--- src/rtl/mul_arbiter_if.sv ---
// Requester handshake and multiplier register-bus signals for mul_arbiter.
// The arbiter uses the slave modport; requesters and the multiplier side use master.
interface mul_arbiter_if #(
  parameter int NUM_REQ = 2
) ();
  logic [NUM_REQ-1:0]    req;
  logic [32*NUM_REQ-1:0] op_a;
  logic [32*NUM_REQ-1:0] op_b;
  logic [NUM_REQ-1:0]    done;
  logic [63:0]           result;
  logic                  err;
  logic [7:0]            mul_address;
  logic [31:0]           mul_write_data;
  logic                  mul_we;
  logic                  mul_re;
  logic [31:0]           mul_read_data;

  modport slave (
    input  req, op_a, op_b, mul_read_data,
    output done, result, err, mul_address, mul_write_data, mul_we, mul_re
  );

  modport master (
    output req, op_a, op_b, mul_read_data,
    input  done, result, err, mul_address, mul_write_data, mul_we, mul_re
  );
endinterface

--- src/rtl/mul_arbiter.sv ---
// Round-robin arbiter sharing one sequential 32x32 multiplier among NUM_REQ requesters.
// Define MUL_ARB_TIMEOUT_EN to abort a poll that stays busy for POLL_TIMEOUT cycles.
module mul_arbiter #(
  parameter int NUM_REQ      = 2,
  parameter int POLL_TIMEOUT = 63
) (
  input  logic          clk,
  input  logic          rst_n,
  mul_arbiter_if.slave  bus
);
  localparam int IDX_W = (NUM_REQ > 1) ? $clog2(NUM_REQ) : 1;
  localparam logic [7:0] ADDR_INFO = 8'h00;
  localparam logic [7:0] ADDR_MUL1 = 8'h04;
  localparam logic [7:0] ADDR_MUL2 = 8'h08;
  localparam logic [7:0] ADDR_RESH = 8'h0C;
  localparam logic [7:0] ADDR_RESL = 8'h10;

  if (NUM_REQ < 1 || NUM_REQ > 8 || POLL_TIMEOUT <= 32 || POLL_TIMEOUT > 127) begin : g_param_check
    $error("mul_arbiter: parameter out of range");
  end

  typedef enum logic [2:0] {S_IDLE, S_WA, S_WB, S_POLL, S_RDH, S_RDL, S_DONE} state_e;

  state_e               state_q, state_d;
  logic [IDX_W-1:0]     ptr_q, ptr_d, grant_q, grant_d, pick_s;
  logic [31:0]          b_q, b_d, res_hi_q, res_hi_d;
  logic [NUM_REQ-1:0]   done_q, done_d;
  logic [63:0]          result_q, result_d;
  logic                 err_q, err_d;
  logic [7:0]           addr_q, addr_d;
  logic [31:0]          wdata_q, wdata_d;
  logic                 we_q, we_d, re_q, re_d;
  logic                 found_s, timeout_s;

  // First requesting index at or after the round-robin pointer, wrapping.
  always_comb begin
    found_s = 1'b0;
    pick_s  = '0;
    for (int i = 0; i < NUM_REQ; i++) begin
      logic [IDX_W-1:0] cand;
      logic             hit;
      cand    = (int'(ptr_q) + i >= NUM_REQ) ? IDX_W'(int'(ptr_q) + i - NUM_REQ)
                                             : IDX_W'(int'(ptr_q) + i);
      hit     = !found_s && bus.req[cand];
      pick_s  = hit ? cand : pick_s;
      found_s = found_s | hit;
    end
  end

`ifdef MUL_ARB_TIMEOUT_EN
  logic [6:0] cnt_q, cnt_d;

  // Poll-cycle counter: zero outside POLL, so it starts at zero on POLL entry.
  always_comb begin
    cnt_d = (state_q == S_POLL) ? cnt_q + 7'd1 : 7'd0;
  end

  // Poll-cycle counter register.
  always_ff @(posedge clk or negedge rst_n) begin
    if (!rst_n) begin
      cnt_q <= 7'd0;
    end else begin
      cnt_q <= cnt_d;
    end
  end

  assign timeout_s = (state_q == S_POLL) && bus.mul_read_data[0] &&
                     (cnt_q == 7'(POLL_TIMEOUT - 1));
`else
  assign timeout_s = 1'b0;
`endif

  // Next-state, grant/pointer and operand/result-high capture.
  always_comb begin
    state_d  = state_q;
    grant_d  = grant_q;
    ptr_d    = ptr_q;
    b_d      = b_q;
    res_hi_d = res_hi_q;
    case (state_q)
      S_IDLE: begin
        if (found_s) begin
          state_d = S_WA;
          grant_d = pick_s;
          b_d     = bus.op_b[32*int'(pick_s) +: 32];
        end else begin
          state_d = S_IDLE;
        end
      end
      S_WA:   state_d = S_WB;
      S_WB:   state_d = S_POLL;
      S_POLL: begin
        if (timeout_s) begin
          state_d = S_DONE;
        end else if (!bus.mul_read_data[0]) begin
          state_d = S_RDH;
        end else begin
          state_d = S_POLL;
        end
      end
      S_RDH: begin
        res_hi_d = bus.mul_read_data;
        state_d  = S_RDL;
      end
      S_RDL:  state_d = S_DONE;
      S_DONE: begin
        state_d = S_IDLE;
        ptr_d   = (grant_q == IDX_W'(NUM_REQ - 1)) ? '0 : grant_q + IDX_W'(1);
      end
      default: state_d = S_IDLE;
    endcase
  end

  // Registered outputs decoded from the upcoming state; the write-data
  // register doubles as the latch for operand a during WA.
  always_comb begin
    we_d     = 1'b0;
    re_d     = 1'b0;
    addr_d   = 8'h00;
    wdata_d  = 32'h0;
    done_d   = '0;
    result_d = result_q;
    err_d    = err_q;
    case (state_d)
      S_WA: begin
        we_d    = 1'b1;
        addr_d  = ADDR_MUL1;
        wdata_d = bus.op_a[32*int'(pick_s) +: 32];
      end
      S_WB: begin
        we_d    = 1'b1;
        addr_d  = ADDR_MUL2;
        wdata_d = b_q;
      end
      S_POLL: begin
        re_d   = 1'b1;
        addr_d = ADDR_INFO;
      end
      S_RDH: begin
        re_d   = 1'b1;
        addr_d = ADDR_RESH;
      end
      S_RDL: begin
        re_d   = 1'b1;
        addr_d = ADDR_RESL;
      end
      S_DONE: begin
        done_d   = NUM_REQ'(1) << grant_q;
        err_d    = timeout_s;
        result_d = timeout_s ? 64'h0 : {res_hi_q, bus.mul_read_data};
      end
      default: begin
        we_d = 1'b0;
      end
    endcase
  end

  // State and output registers.
  always_ff @(posedge clk or negedge rst_n) begin
    if (!rst_n) begin
      state_q  <= S_IDLE;
      ptr_q    <= '0;
      grant_q  <= '0;
      b_q      <= 32'h0;
      res_hi_q <= 32'h0;
      done_q   <= '0;
      result_q <= 64'h0;
      err_q    <= 1'b0;
      addr_q   <= 8'h00;
      wdata_q  <= 32'h0;
      we_q     <= 1'b0;
      re_q     <= 1'b0;
    end else begin
      state_q  <= state_d;
      ptr_q    <= ptr_d;
      grant_q  <= grant_d;
      b_q      <= b_d;
      res_hi_q <= res_hi_d;
      done_q   <= done_d;
      result_q <= result_d;
      err_q    <= err_d;
      addr_q   <= addr_d;
      wdata_q  <= wdata_d;
      we_q     <= we_d;
      re_q     <= re_d;
    end
  end

  assign bus.done           = done_q;
  assign bus.result         = result_q;
  assign bus.err            = err_q;
  assign bus.mul_address    = addr_q;
  assign bus.mul_write_data = wdata_q;
  assign bus.mul_we         = we_q;
  assign bus.mul_re         = re_q;
endmodule
--- src/flat_wrapper.sv ---
// flat-port wrapper written by rule: the top's interface ports become plain ports
module mul_arbiter_flat 
#(
  parameter int NUM_REQ      = 2,
  parameter int POLL_TIMEOUT = 63
)
  (clk, rst_n, bus_req, bus_op_a, bus_op_b, bus_mul_read_data, bus_done, bus_result, bus_err, bus_mul_address, bus_mul_write_data, bus_mul_we, bus_mul_re);
  mul_arbiter_if #(.NUM_REQ(NUM_REQ)) bus_i ();
  input  logic clk;
  input  logic rst_n;
  input wire logic [$bits(bus_i.req)-1:0] bus_req;
  input wire logic [$bits(bus_i.op_a)-1:0] bus_op_a;
  input wire logic [$bits(bus_i.op_b)-1:0] bus_op_b;
  input wire logic [$bits(bus_i.mul_read_data)-1:0] bus_mul_read_data;
  output wire logic [$bits(bus_i.done)-1:0] bus_done;
  output wire logic [$bits(bus_i.result)-1:0] bus_result;
  output wire logic [$bits(bus_i.err)-1:0] bus_err;
  output wire logic [$bits(bus_i.mul_address)-1:0] bus_mul_address;
  output wire logic [$bits(bus_i.mul_write_data)-1:0] bus_mul_write_data;
  output wire logic [$bits(bus_i.mul_we)-1:0] bus_mul_we;
  output wire logic [$bits(bus_i.mul_re)-1:0] bus_mul_re;
  assign bus_i.req = bus_req;
  assign bus_i.op_a = bus_op_a;
  assign bus_i.op_b = bus_op_b;
  assign bus_i.mul_read_data = bus_mul_read_data;
  assign bus_done = bus_i.done;
  assign bus_result = bus_i.result;
  assign bus_err = bus_i.err;
  assign bus_mul_address = bus_i.mul_address;
  assign bus_mul_write_data = bus_i.mul_write_data;
  assign bus_mul_we = bus_i.mul_we;
  assign bus_mul_re = bus_i.mul_re;
  mul_arbiter #(.NUM_REQ(NUM_REQ), .POLL_TIMEOUT(POLL_TIMEOUT)) u_core (.clk(clk), .rst_n(rst_n), .bus(bus_i));
endmodule
--- config.mk ---
export PLATFORM = sky130hd
export DESIGN_NAME = mul_arbiter_flat
export DESIGN_NICKNAME = d
export VERILOG_FILES = /design/src/rtl/mul_arbiter_if.sv /design/src/rtl/mul_arbiter.sv /design/src/flat_wrapper.sv
export SDC_FILE = /design/constraint.sdc
export NUM_CORES = 1
export LEC_CHECK = 0
export ABC_AREA = 1
export BUFFER_PORTS_ARGS = -buffer_cell sky130_fd_sc_hd__buf_2
export CAP_MARGIN = 20
export CORE_MARGIN = 10
export CORE_UTILIZATION = 50
export CTS_CLUSTER_SIZE = 8
export DETAILED_ROUTE_END_ITERATION = 12
export PLACE_DENSITY = 0.82
export SLEW_MARGIN = 20
export SYNTH_ARGS = -nofsm -noshare
export SYNTH_HDL_FRONTEND = slang
export SYNTH_SLANG_ARGS = --single-unit
--- constraint.sdc ---
create_clock -name clk -period 1.45 [get_ports clk]
set_input_delay 0 -clock clk [delete_from_list [all_inputs] [get_ports clk]]
set_output_delay 0 -clock clk [all_outputs]
set_load 0.02 [all_outputs]
==> reports/qor.txt, run 1 <==
Synth-to-Final Area Change: 54.4%
Dominant combinational cell family by area after synthesis: simple AND/OR/NAND/NOR gates
Part of the power in registers: 0.367
Count of input and output buffers: 266
Synth Area in Simple Gates: 0.263
Portion of total power attributed to combinational logic: 0.403
Cells along the critical path: nor2_4 > nand2_2 > nor2_4 > buf_6 > buf_12 > nand3_1 > nand2_1
Synthesized area divided by synthesized cell count: 8.28 µm²
Final worst path period share: 0.962
Number of global-route vias before repair: 8625
Max Freq: 0.717 GHz
Result of the run: complete, no violations
Net switching power: 0.00912 W
Ranking of synthesized cells by area: dfrtp_1 (57%), nand2_1 (18%), o21ai_1 (5.1%)
Share of synthesized cell area in full adder, half adder and majority cells: 0
Final setup violating endpoints: 0
Fin crit period: 1390 ps
Clock latency at the later pin of the worst-skew pair: 430 ps
Worst hold path type: in -> reg
Xor/xnor cell area share of the yosys netlist: 0
# clock sinks: 172
Detailed Route Iter0 Violations: 773
Leakage power: 6.47 nW
Routed WL per cell: 19.1 µm
Routability congestion estimate from global placement: 0.844
HPWL reported at the end of detailed placement: 15.6 mm
Final Routed Wirelength: 29.4 mm
Initial core utilization: 0.513
Distinct cells, synth: 19
NumNets Final: 1495
Router iterations before antenna repair: 6
Met1 capacity usage during global routing: 0.290
Post-route worst hold slack: 20.3 ps
Count of final max-slew check failures: 0
Critical path's slowest cell: dfrtp_1
Multiplexer fraction of the synthesized cell area: 0
Routing usage on met3: 0.0841
Die X: 143 µm
Top Usage Layer GRT: met2
Via density per instance: 5.34
Number of inserted filler cells in the final layout: 868
Met2 usage: 0.477
Largest stage delay, worst path: 430 ps
Gate count after technology mapping: 907
Clock tree root buffer cell: clkbuf_16
Peak ir drop on the vdd network: 995 µV
Area share of the largest cell type after synthesis: 0.573
Total number of vias: 8241
Part of the Yosys area used for sequential elements: 0.573
WS Path Type: reg -> reg
Fraction of the core area covered by cells at the end of the flow: 0.792
Worst-case clock skew: 12.7 ps
Depth of the CTS H-tree: 4
Initial antenna violation count: 6
Part of the power in the clock network: 0.230
# Max-Cap Violations: 0
Signal arrival time at the worst endpoint: 1750 ps
Biggest fanout along the worst timing path: 15
Cell area after technology mapping: 0.00751 mm²
Maximum number of pins on one net before global-route repair: 66
Area fraction in compound gates after synthesis: 0.0676
Type of element capturing the critical path: register
Number of rows created at floorplan: 44
Seq cells post-synth: 172
Number of nets still failing antenna checks after routing: 0
Final hold violation count: 0
Post-synthesis cell type with the largest combined area: dfrtp_1
Die outline area: 0.0203 mm²
Number of warnings reported in the yosys synthesis log: 0
Clock buffer count from CTS: 17
Pwr Density: 1970 mW/mm²
DRC Markers: 0
Library cell appearing most often on the critical path: nor2_4
Clock input transition at the sequential cells of the worst setup and hold paths: 70 ps
Placeable core region: 0.0146 mm²
Sw frac: 0.399
Clock tree from TritonCTS: done
Req. time, crit path: 1800 ps
Crit start category: register
Fraction of final layout cells sized beyond drive strength 1: 0.256
Residual overflow from global routing: 0
RSZ-0062 raised after global routing: yes
Total Neg Setup Slack: 0 ps
I/O Pins: 273
Total global routing track utilization: 0.283
CTS Buffer Depth: 2
Global-route wire length before repair: 45.1 mm
Die height: 143 µm
Pint: 0.0137 W
## placed cells by master (no fill, tap or decap), types with 18 or more instances in the layout
master,count
nand2_1,356
buf_2,265
dfrtp_1,171
dlygate4sd3_1,161
inv_1,101
o21ai_1,76
nand3_1,66
nand3b_1,32
o21ai_0,24
clkbuf_16,18
## kinds of logic after synthesis
kind of cell,Yosys count
buffers and inverters,164
DFF,172
AOI/OAI and AO/OA,101
other,1
and+or+nand+nor,469
## synthesized netlist by cell type (all sizes together)
library cell  count
nor2              6
conb              1
nand2           362
o211ai            1
nand4             2
nand3b           32
clkbuf           11
dfrtp           172
inv             104
nand3            67
buf              49
o21ai           100
## worst max-delay path: cells and delay by family (launching register included)
kind          cells  cell delay [ps]
buf+inv           2              300
simple gates      5              600
flops             1              430
## final timing paths
path / to / cells after the start / from / slack [ps]
setup / recovery: u_core.b_q[0]$_DFFE_PN0P_ / 7 / u_core.state_q[1]$_DFF_PN0_ / 60
hold / removal: u_core.grant_q$_DFFE_PN0P_ / 3 / bus_req[1] / 20
setup reg to reg: u_core.b_q[0]$_DFFE_PN0P_ / 7 / u_core.state_q[1]$_DFF_PN0_ / 60
hold reg to reg: u_core.bus.mul_write_data[15]$_DFF_PN0_ / 2 / u_core.b_q[15]$_DFFE_PN0P_ / 480
max in group asynchronous: u_core.bus.done[0]$_DFF_PN0_ / 3 / rst_n / 790
min in group asynchronous: u_core.bus.result[40]$_DFFE_PN0N_ / 2 / rst_n / 60
## stage by stage
stage / setup slack [ps] / cells / area, µm² / power [W]
detailed placement: 49.3 / 1330 / 9190 / 0.0166
CTS: 25.5 / 1523 / 11500 / 0.0221
finish: 55.1 / 1543 / 11600 / 0.0228
floorplan: 244 / 912 / 7530 / 0.0133
global route: -29.1 / 1533 / 11600 / 0.0241
global placement: 120 / 1330 / 9190 / 0.0163
## area by class of cell
cell class / instances / area, µm² / area share
flip-flops and latches: 172 / 4310 / 0.371
repair buffers: 460 / 3410 / 0.294
multi-input cells: 576 / 2540 / 0.220
clock buffers: 19 / 443 / 0.0382
inverters: 104 / 390 / 0.0337
clock inverters: 13 / 236 / 0.0204
well taps: 184 / 230 / 0.0199
diodes: 15 / 37.5 / 0.00324
## layer usage
metal | vias up | part of all wire
li1 | 3660 | -
met1 | 3763 | 0.34
met2 | 596 | 0.50
met3 | 222 | 0.081
met4 | 0 | 0.081
met5 | - | 0
## flip-flops by register name (all words and copies together) (netlist names)
name	cells
u_core.bus.done	2
u_core.state_q	3
u_core.bus.mul_write_data	32
u_core.grant_q	1
u_core.bus.result	64
u_core.b_q	32
u_core.bus.mul_re	1
u_core.bus.mul_we	1
u_core.bus.mul_address	3
u_core.ptr_q	1
u_core.res_hi_q	32
## timing repair
action / CTS / global route
setup buffers: 0 / 4
hold buffers: 161 / 0
endpoints found under the hold margin: 304 / 0
resized for setup: 0 / 6
endpoints found under the setup margin: 0 / 36
## power groups by stage
stage          clock (W)  sequential [W]  combinational [W]
5_1_grt          0.00551         0.00859             0.0100
6_report         0.00526         0.00838            0.00920
3_5_place_dp           0         0.00829            0.00829
4_1_cts          0.00524         0.00825            0.00865
3_3_place_gp           0         0.00822            0.00804
2_1_floorplan          0         0.00979            0.00348
No activity file was read; power rests on OpenSTA's default activity.
==> run 2: changes to the inputs <==
CTS_BUF_LIST = sky130_fd_sc_hd__clkbuf_16   (was default)
==> run 2 against run 1 <==
Compared with the run above:
- global-route usage stayed put
- critical path type unchanged
- count of clock-buffer cells in the layout shrank 2
- first-iteration DRC count fell by 6.7%
- sequential power barely moved
- combinational power about the same
- die area stayed put
- wire length down 0.36%
==> reports/qor.txt, run 2 (synthesized netlist as in run 1, its figures left out) <==
Amount of wire on met3 after detailed routing: 2.27 mm
Synth-to-Final Area Change: 54.3%
CTS Buffer Depth: 2
I/O Pins: 273
Number of rows created at floorplan: 44
Clock tree root buffer cell: clkbuf_16
Largest delay contributor family on the critical path: simple AND/OR/NAND/NOR gates
Req. time, crit path: 1800 ps
Fin crit period: 1410 ps
Clock buffer count from CTS: 17
Worst-case clock skew: 14.3 ps
Most frequent cells in the layout: nand2_1 (356), buf_2 (265), dfrtp_1 (171), dlygate4sd3_1 (161), inv_1 (102)
DRT met1 WL: 9.82 mm
Number of nets still failing antenna checks after routing: 0
Result of the run: complete, no violations
Highest routed metal layer: met4
# clock sinks: 172
DRC Markers: 0
Die X: 143 µm
Depth of the CTS H-tree: 4
Die height: 143 µm
Critical path's slowest cell: dfrtp_1
Placeable core region: 0.0146 mm²
Clock tree from TritonCTS: done
Via density per instance: 5.31
Total number of vias: 8192
Overall power of the completed layout: 0.0228 W
Buffering stage count on the worst path with inverters included: 2
Largest register FFs: 64
Final hold violation count: 0
Count of input and output buffers: 266
Commonest non-fill, non-tap cell in the layout: nand2_1
Routed met2 length: 14.8 mm
Routability congestion estimate from global placement: 0.844
Final worst path period share: 0.972
WS Path Type: reg -> reg
Residual overflow from global routing: 0
Initial antenna violation count: 6
Placed insts: 1330
Number of standard cells in the layout, taps in and fillers out: 1544
Final Routed Wirelength: 29.3 mm
Clock input transition at the sequential cells of the worst setup and hold paths: 70 ps
Detailed Route Iter0 Violations: 721
Routed WL per cell: 19.0 µm
HPWL reported at the end of detailed placement: 15.6 mm
Signal arrival time at the worst endpoint: 1760 ps
Maximum number of pins on one net before global-route repair: 66
Fraction of final layout cells sized beyond drive strength 1: 0.255
Biggest fanout along the worst timing path: 15
Type of element capturing the critical path: register
RSZ-0062 raised after global routing: yes
Worst hold path type: in -> reg
Number of global-route vias before repair: 8623
Crit start category: register
Largest stage delay, worst path: 430 ps
Leakage power: 6.47 nW
Cells along the critical path: nor2_4 > nand2_2 > nor2_4 > buf_6 > buf_12 > nand3_1 > nand2_1
Final setup violating endpoints: 0
Pwr Density: 1970 mW/mm²
# Max-Cap Violations: 0
Library cell appearing most often on the critical path: nor2_4
Die outline area: 0.0203 mm²
Clock latency at the later pin of the worst-skew pair: 430 ps
Initial core utilization: 0.513
Global-route wire length before repair: 45.1 mm
Router iterations before antenna repair: 8
NumNets Final: 1495
Number of inserted filler cells in the final layout: 871
Total global routing track utilization: 0.283
Max Freq: 0.710 GHz
Peak ir drop on the vdd network: 992 µV
Count of final max-slew check failures: 0
-- run 2: cell type report --
class | count | area, µm² | share of cell area
clock inverters | 15 | 244 | 0.0211
multi-input cells | 576 | 2540 | 0.220
flip-flops and latches | 172 | 4310 | 0.372
diodes | 16 | 40.0 | 0.00346
repair buffers | 460 | 3410 | 0.294
clock buffers | 17 | 425 | 0.0367
inverters | 104 | 390 | 0.0337
well taps | 184 | 230 | 0.0199
-- run 2: path summary, 6_finish.rpt --
kind,start,to,slack [ps],cells past startpoint
worst min-delay path,bus_req[1],u_core.grant_q$_DFFE_PN0P_,20,3
min in group asynchronous,rst_n,u_core.bus.result[40]$_DFFE_PN0N_,60,2
worst max register to register,u_core.state_q[1]$_DFF_PN0_,u_core.b_q[0]$_DFFE_PN0P_,40,7
worst max-delay path,u_core.state_q[1]$_DFF_PN0_,u_core.b_q[0]$_DFFE_PN0P_,40,7
max in group asynchronous,rst_n,u_core.bus.mul_we$_DFF_PN0_,780,3
worst min register to register,u_core.b_q[15]$_DFFE_PN0P_,u_core.bus.mul_write_data[15]$_DFF_PN0_,480,2
-- run 2: worst reg2reg max path, cell delays in order, from the launching register on --
cell and delay, ps:
dfrtp_1 430, nor2_4 130, nand2_2 80, nor2_4 210
buf_6 160, buf_12 140, nand3_1 90, nand2_1 110
-- run 2: what timing repair did --
item,CTS,global route
endpoints found under the hold margin,304,0
setup endpoints to repair,0,36
setup buffers,0,4
hold buffers,161,0
gates resized for setup,0,6
-- run 2: through the flow --
step,setup TNS (ps),cell area [µm²],hold WS [ps],util,worst slack [ps]
after global placement,0,9190,-53.8,0.628,120
after global routing,-30.3,11600,30.1,0.789,-29.1
after floorplan,0,7530,-296,-,244
final,0,11600,23.1,0.791,40.6
after CTS,0,11500,6.90,0.783,25.5
after detailed placement,0,9190,-54.1,0.628,49.3
-- run 2: report_power, final --
group / switching, W / internal (W) / leakage [nW]
registers: 0.00129 / 0.00709 / 2.16
clock network: 0.00197 / 0.00324 / 0.321
logic: 0.00586 / 0.00333 / 3.99
total: 0.00913 / 0.0137 / 6.47
-- run 2: layer usage --
metal | GRT usage | vias up
met5 | 0 | -
met4 | 0.226 | 0
met3 | 0.0841 | 219
met2 | 0.477 | 588
met1 | 0.290 | 3720
li1 | - | 3665
==> run 3: changes to the inputs <==
CORE_UTILIZATION = 45   (was 50)
PLACE_DENSITY = 0.78   (was 0.82)
clock period = 1.2 ns   (was 1.45 ns; I/O delays follow)
==> run 3 against run 2 <==
Compared with the run above:
- the run now ends with setup timing left
- largest power group unchanged
- largest cell class unchanged
- sequential share of layout area is 3.3 points lower
- sequential power is 24% higher
- global-route usage is 4.2 points lower
- fmax is 2.3% lower
- total power is 30% higher
- final cell count is 5.0% higher
- clock power is 7.7% higher
- core utilization is 1.9 points lower
==> reports/qor.txt, run 3 (synthesized netlist as in run 1, its figures left out) <==
Initial core utilization: 0.456
Final setup violating endpoints: 164
Die X: 149 µm
Largest stage delay, worst path: 420 ps
NumNets Final: 1538
Max Freq: 0.693 GHz
WS Path Type: reg -> reg
Reg2Reg Setup Slack: -240 ps
Worst hold path type: in -> async
Residual overflow from global routing: 0
Peak ir drop on the vdd network: 1240 µV
Fraction of final layout cells sized beyond drive strength 1: 0.349
Worst R2R Path Depth: 7
Router iterations before antenna repair: 8
Pwr Density: 2340 mW/mm²
Count of input and output buffers: 266
R2R Path Start: u_core.state_q[1]$_DFF_PN0_
Routed WL per cell: 20.4 µm
Leakage power: 6.90 nW
Via density per instance: 5.41
Total number of vias: 8773
Initial antenna violation count: 7
Req. time, crit path: 1560 ps
# clock sinks: 172
Count of final max-slew check failures: 0
Most frequent cells in the layout: nand2_1 (315), buf_2 (265), dfrtp_1 (172), dlygate4sd3_1 (162), inv_1 (101)
Detailed Route Iter0 Violations: 738
Total global routing track utilization: 0.241
Biggest fanout along the worst timing path: 6
Worst slack at placement: -77.5 ps
RSZ-0062 raised after global routing: yes
Die outline area: 0.0223 mm²
Type of element capturing the critical path: register
Post-route worst hold slack: 67.8 ps
R2R Path End: u_core.b_q[13]$_DFFE_PN0P_
Buffering stage count on the worst path with inverters included: 2
Violated checks: setup timing
Overall power of the completed layout: 0.0297 W
Fraction of the core area covered by cells at the end of the flow: 0.772
Final worst path period share: 1.20
Clock tree from TritonCTS: done
Synth-to-Final Area Change: 69.3%
Fin crit period: 1440 ps
Final Routed Wirelength: 33.0 mm
Number of nets still failing antenna checks after routing: 0
Critical path's slowest cell: dfrtp_1
HPWL reported at the end of detailed placement: 15.6 mm
I/O Pins: 273
Critical Path Stages: 7
Result of the run: complete, but fails checks
Instance area at placement: 0.00929 mm²
Maximum number of pins on one net before global-route repair: 66
Die height: 149 µm
Clock tree root buffer cell: clkbuf_16
Routability congestion estimate from global placement: 0.878
Clock buffer count from CTS: 17
Crit start category: register
Total non-filler cell area in the finished layout: 0.0127 mm²
# Max-Cap Violations: 0
Number of rows created at floorplan: 47
Depth of the CTS H-tree: 4
Worst-case clock skew: 9.29 ps
Clock input transition at the sequential cells of the worst setup and hold paths: 70 ps
Number of global-route vias before repair: 8220
Global-route wire length before repair: 42.9 mm
CTS Buffer Depth: 2
Largest register FFs: 64
Commonest non-fill, non-tap cell in the layout: nand2_1
Signal arrival time at the worst endpoint: 1800 ps
Number of inserted filler cells in the final layout: 922
Placeable core region: 0.0165 mm²
PnR worst setup slack: -242 ps
Clock latency at the later pin of the worst-skew pair: 430 ps
Largest delay contributor family on the critical path: simple AND/OR/NAND/NOR gates
DRC Markers: 0
Final hold violation count: 0
Cells along the critical path: nor2_2 > nand2_2 > nor2_4 > buf_6 > clkbuf_16 > nand3_2 > nand2_1
-- run 3: cell count changes in the layout (fill, tap and decap cells not counted), moves of 4 or more --
cell and delta:
o21ai_2 +32, buf_6 +7, buf_8 +9, nand3_2 +25, inv_8 +4, nand2_4 +22
clkbuf_16 +13, o21ai_1 -11, bufinv_16 -5, buf_4 +10, o21ai_0 -21, nand2_2 +18
nand3_1 -25, nand2_1 -41
-- run 3: layout make-up --
cell class / instances / area, µm² / share of cell area
well taps: 220 / 275 / 0.0217
diodes: 14 / 35.0 / 0.00276
inverters: 104 / 390 / 0.0307
clock buffers: 17 / 425 / 0.0335
clock inverters: 15 / 171 / 0.0135
flip-flops and latches: 172 / 4300 / 0.339
repair buffers: 501 / 4060 / 0.319
multi-input cells: 578 / 3050 / 0.240
-- run 3: how the worst max path moves through the flow --
stage / start / end
after floorplan: u_core.state_q[0]$_DFF_PN0_ / u_core.b_q[24]$_DFFE_PN0P_
after global placement: u_core.ptr_q$_DFFE_PN0N_ / u_core.b_q[18]$_DFFE_PN0P_
after detailed placement: u_core.ptr_q$_DFFE_PN0N_ / u_core.b_q[18]$_DFFE_PN0P_
after CTS: u_core.state_q[1]$_DFF_PN0_ / u_core.b_q[31]$_DFFE_PN0P_
after global routing: u_core.state_q[0]$_DFF_PN0_ / u_core.b_q[3]$_DFFE_PN0P_
final: u_core.state_q[1]$_DFF_PN0_ / u_core.b_q[13]$_DFFE_PN0P_
-- run 3: metrics by stage --
stage	setup TNS, ps	cells
2_1_floorplan	-0.682	912
3_3_place_gp	-1020	1374
3_5_place_dp	-2220	1374
4_1_cts	-2240	1573
5_1_grt	-25450	1614
6_report	-17570	1621
-- run 3: per-layer routing --
layer	up-vias	routed length [µm]	GRT usage
li1	3765	-	-
met4	0	1990	0.138
met3	185	3020	0.0692
met2	675	16900	0.407
met5	-	0	0
met1	4148	11100	0.267
-- run 3: worst register-to-register path, stage by stage (launching register included) --
cell and delay (ps):
dfrtp_1 420, nor2_2 150, nand2_2 100, nor2_4 160, buf_6 170, clkbuf_16 180, nand3_2 90, nand2_1 100
-- run 3: what timing repair did --
action | in CTS | in global routing
pin swaps | 0 | 12
hold endpoints to repair | 305 | 0
hold buffers | 162 | 0
cloned | 2 | 20
endpoints found under the setup margin | 81 | 163
setup buffers | 3 | 15
resized for setup | 13 | 164
-- run 3: power breakdown --
group / switching [W] / internal (W) / leakage, nW
Combinational: 0.00827 / 0.00543 / 4.45
Sequential: 0.00186 / 0.00857 / 2.16
Clock: 0.00263 / 0.00298 / 0.291
Total: 0.0128 / 0.0170 / 6.90
